===== src/rtl/clock_enable_generator.sv =====
// clock_enable_generator: multi-channel synchronous divider producing per-channel tick enables
// and 50% square outputs, with run-time divisor load and elaboration-time cascading.
module clock_enable_generator #(
  parameter int                  CHANNELS = 4,
  parameter int                  WIDTH    = 16,
  parameter int                  DIV_INIT = 50,
  parameter logic [CHANNELS-1:0] CASCADE  = '0,
  localparam int                 CH_W     = (CHANNELS > 1) ? $clog2(CHANNELS) : 1
) (
  input  logic                CP,
  input  logic                nCR,
  input  logic                EN,
  input  logic                CLR,
  input  logic                LD,
  input  logic [CH_W-1:0]     LD_CH,
  input  logic [WIDTH-1:0]    LD_DIV,
  output logic                LD_ACK,
  output logic                LD_ERR,
  output logic [CHANNELS-1:0] TICK,
  output logic [CHANNELS-1:0] SQ
);
  logic [WIDTH-1:0]    div_q [CHANNELS];
  logic [WIDTH-1:0]    div_d [CHANNELS];
  logic [WIDTH-1:0]    cnt_q [CHANNELS];
  logic [WIDTH-1:0]    cnt_d [CHANNELS];
  logic [CHANNELS-1:0] tick_q, tick_d, sq_q, sq_d, hit, evt, fire, zap;
  logic                ack_q, ack_d, err_q, err_d, ld_ok;

  always_comb begin
    ld_ok  = LD && (32'(LD_CH) < CHANNELS);
    ack_d  = ld_ok;
    err_d  = LD && !ld_ok;
    // channel 0 always counts clock cycles; cascaded channels count the upstream registered tick
    evt    = EN ? (~(CASCADE & ~CHANNELS'(1)) | (tick_q << 1)) : '0;
    hit    = '0;
    fire   = '0;
    zap    = '0;
    tick_d = '0;
    sq_d   = '0;
    for (int i = 0; i < CHANNELS; i++) begin
      hit[i]    = ld_ok && (LD_CH == CH_W'(i));
      zap[i]    = CLR || hit[i] || (div_q[i] == '0);
      fire[i]   = evt[i] && (cnt_q[i] == div_q[i] - WIDTH'(1));
      div_d[i]  = hit[i] ? LD_DIV : div_q[i];
      cnt_d[i]  = (zap[i] || fire[i]) ? '0 : cnt_q[i] + WIDTH'(evt[i]);
      tick_d[i] = !zap[i] && fire[i];
      sq_d[i]   = !zap[i] && (sq_q[i] ^ fire[i]);
    end
  end

  always_ff @(posedge CP or negedge nCR) begin
    if (!nCR) begin
      for (int i = 0; i < CHANNELS; i++) begin
        div_q[i] <= WIDTH'(DIV_INIT);
        cnt_q[i] <= '0;
      end
      tick_q <= '0;
      sq_q   <= '0;
      ack_q  <= 1'b0;
      err_q  <= 1'b0;
    end else begin
      div_q  <= div_d;
      cnt_q  <= cnt_d;
      tick_q <= tick_d;
      sq_q   <= sq_d;
      ack_q  <= ack_d;
      err_q  <= err_d;
    end
  end

  assign TICK   = tick_q;
  assign SQ     = sq_q;
  assign LD_ACK = ack_q;
  assign LD_ERR = err_q;
endmodule


===== config.mk =====
export PLATFORM = sky130hd
export DESIGN_NAME = clock_enable_generator
export DESIGN_NICKNAME = d
export VERILOG_FILES = /design/src/rtl/clock_enable_generator.sv
export SDC_FILE = /design/constraint.sdc
export NUM_CORES = 1
export LEC_CHECK = 0
export ABC_AREA = 1
export BUFFER_PORTS_ARGS = -buffer_cell sky130_fd_sc_hd__buf_2
export CORE_MARGIN = 1.5
export CORE_UTILIZATION = 42
export DETAILED_ROUTE_END_ITERATION = 7
export MAX_ROUTING_LAYER = met4
export PLACE_DENSITY = 0.64
export SKIP_LAST_GASP = 1
export SLEW_MARGIN = 20
export SYNTH_ARGS = -nofsm -noshare
export SYNTH_HDL_FRONTEND = slang
export SYNTH_SLANG_ARGS = --single-unit

===== constraint.sdc =====
create_clock -name CP -period 1.8 [get_ports CP]
set_input_delay 0.36 -clock CP [delete_from_list [all_inputs] [get_ports CP]]
set_output_delay 0.36 -clock CP [all_outputs]
set_load 0.01 [all_outputs]

==> flow_summary.yaml <==
worst_setup_path:
  crit_fanout: 8
  endpoint_kind: "flip-flop"
  cp.required_ns: 2.12
  reg2reg_from: "div_q[49]"
  critPathMaxStageDelay_ns: 0.55
  path_cells: "inv_2 > ha_4 > xnor2_2 > nor2_2 > nand3_1 > nand3b_1 > nor2_2 > nand3_4 > nand2_8 > nor2_1"
  r2r_end: "cnt_q[60]"
  endpoint: "cnt_q[60]"
  reg2reg_depth: 10
  critical_path_class: "flip-flop to flip-flop"
  reg2reg_setup_slack_ns: -0.24
  crit_top_cell: "nor2_2"
  start_kind: "flip-flop"
  critPathArrivalTime_ns: 2.36
  crit_path_top_delay_cell: "dfstp_2"
  startpoint: "div_q[49]"
clocking:
  clock_sinks: 137
  htreeDepth: 4
  clockBufferDepth: 2
  cts_tree: "built"
  cts_made_buffers: 17
  clk_latency_ns: 0.43
  root_buffer: "clkbuf_16"
  clk_pin_slew_ns: 0.06
route:
  vias_per_cell: 4.86
  dr.first_iter.drc_count: 483
  via_count: 8755
  wl_um: 24400
  routedWlPerCell_um: 13.5
  drtPass1Iterations: 7
  drt_drc_violations_left: 0
  postRouteAntennaNets: 0
power_and_ir_drop:
  p_leak_nw: 5.81
  ir_drop_uv: 529
  finalPower_mw: 10.4
  p_per_area_mw_per_mm2: 867
die:
  fp.dieW_um: 151
  die_h_um: 151
  num_rows: 54
  floorplan.initialDensity_pct: 42.7
  core_mm2: 0.0217
  dieArea_mm2: 0.0229
  ios: 33
yosys:
  syn_area_mm2: 0.00925
  synth_warnings: 0
  syn_inst: 1323
  ys_seq_elements: 137
  synth_cell_types: 41
  synth_nets: 1362
  synth_top_area_share_pct: 33.8
  synth-edff-count: 0
  synth_ff_type: "dfrtp_1"
  synth.area.top_cells: "dfrtp_1 (34%), nand2_1 (15%), nor2_1 (8.0%)"
  async_flop_share_pct: 100
  yosysTopAreaCell: "dfrtp_1"
  yosysSeqAreaShare_pct: 37.2
  synth_area_per_cell_um2: 6.99
timing:
  min_period_ns: 2.04
  setup_viol: 72
  finalClockSkew_ns: 0.00654
  slew_viol_final: 0
  fmax_mhz: 490
  period_share_pct: 113
  grt_setup_unrepaired: "true"
  layout_setup_ws_ns: -0.241
  final_hold_viol_count: 0
  setup_tns_ns: -12.98
cells_and_area:
  drive_gt1_share_pct: 25.7
  layout_common_cells: "nand2_1 (370), inv_1 (153), buf_4 (144)"
  nNetsFinal: 1545
  final_common_cell: "nand2_1"
  area_delta_synth_final_pct: 30.2
outcome:
  violations: "setup timing"
  status: "finished, violations left"
grt:
  grt_overflow_total: 0
  antenna_found_initial: 1
  grt_max_degree: 46
  grt_pass1_wl_um: 39900
  grt_usage_pct: 23.1
  first_global_vias: 8282
placement:
  gp_congestion: 0.882
  io_buffer_count: 31
  hpwlAfterDp_um: 18100
run:
  maxCapViolations: 0
min_path:
  hold_class: "input port to flip-flop"
## power breakdown
part           switching (mW)  internal (mW)
clock                    1.48           2.21
sequential              0.341           3.36
combinational            1.73           1.32
total                    3.56           6.89
## cell type report
type / instances / area, um2
Inverter: 165 / 622
Fill cell: 2065 / 9640
Clock inverter: 15 / 190
Tap cell: 280 / 350
Timing Repair Buffer: 184 / 1370
Sequential cell: 137 / 3440
Antenna cell: 1 / 2.50
Multi-Input combinational cell: 1001 / 5650
Clock buffer: 17 / 425
## metal layers
metal  track usage [%]  vias to the layer above  wire [um]
met1              29.5                     4076      11300
met4              7.91                        0        490
li1                  -                     4505          -
met3              3.95                       32        937
met5                 -                        -          0
met2              36.9                      142      11600
## worst min path at each step
stage / depth (start not counted) / from / end / slack, ns
global placement: 1 / nCR / cnt_q[51] / 0.26
floorplan: 0 / nCR / LD_ACK / 0.06
finish: 1 / LD / LD_ACK / 0.13
global route: 1 / LD / LD_ACK / 0.12
CTS: 1 / LD / LD_ACK / 0.11
detailed placement: 1 / nCR / cnt_q[49] / 0.26
## critical path, delay by kind of cell, from the launching register on
family                   cells  cell delay, ns
XOR/XNOR                     1            0.13
adder cells (fa/ha/maj)      1            0.21
buffers and inverters        1            0.05
flip-flops                   1            0.55
AND/OR/NAND/NOR              7            0.99
## Yosys cell counts (6+ instances only)
cell / count
o21ai_0: 81
inv_1: 164
clkbuf_1: 14
ha_1: 16
xor2_1: 57
nand3b_1: 23
nand3_2: 6
dfrtp_1: 125
nor2_4: 6
nor3_1: 7
nand2_2: 9
nor2_1: 196
nand3_1: 84
nand4_1: 27
nor2_2: 40
xnor2_1: 38
nand2_1: 375
dfstp_2: 12
## flip-flops by register name, indices dropped and copies added (netlist names)
name    count
LD_ACK      1
div_q      64
TICK        4
SQ          4
cnt_q      64
## per-stage QoR
step / hold slack (ns) / instances / setup WS [ns] / instance area, um2 / util [%]
after floorplan: 0.0644 / 1323 / -0.0801 / 9300 / -
after global placement: 0.263 / 1752 / -0.427 / 10800 / 49.6
after detailed placement: 0.264 / 1752 / -0.466 / 10800 / 49.6
after CTS: 0.107 / 1796 / -0.206 / 11800 / 54.3
after global routing: 0.115 / 1800 / -0.360 / 12000 / 55.6
final: 0.126 / 1800 / -0.241 / 12000 / 55.6
## cell families (layout without fill, tap and decap cells)
group           Yosys count  in the layout  share of synthesized area, %
other cells               1              2                        0.0405
fa+ha+maj                16             16                          2.16
simple gates            791            795                          38.0
buf+inv                 189            381                          8.36
compound gates           94             94                          5.29
xor+xnor                 95             95                          8.99
flops                   137            137                          37.2
## timing repair
| action | CTS | global route |
|---|---|---|
| pin swaps | 33 | 20 |
| setup endpoints to repair | 72 | 72 |
| gates cloned | 4 | 0 |
| setup buffers | 7 | 3 |
| endpoints found under the hold margin | 21 | 0 |
| hold buffers | 1 | 0 |
| gates resized for setup | 67 | 72 |
No activity file was read; power rests on OpenSTA's default activity.
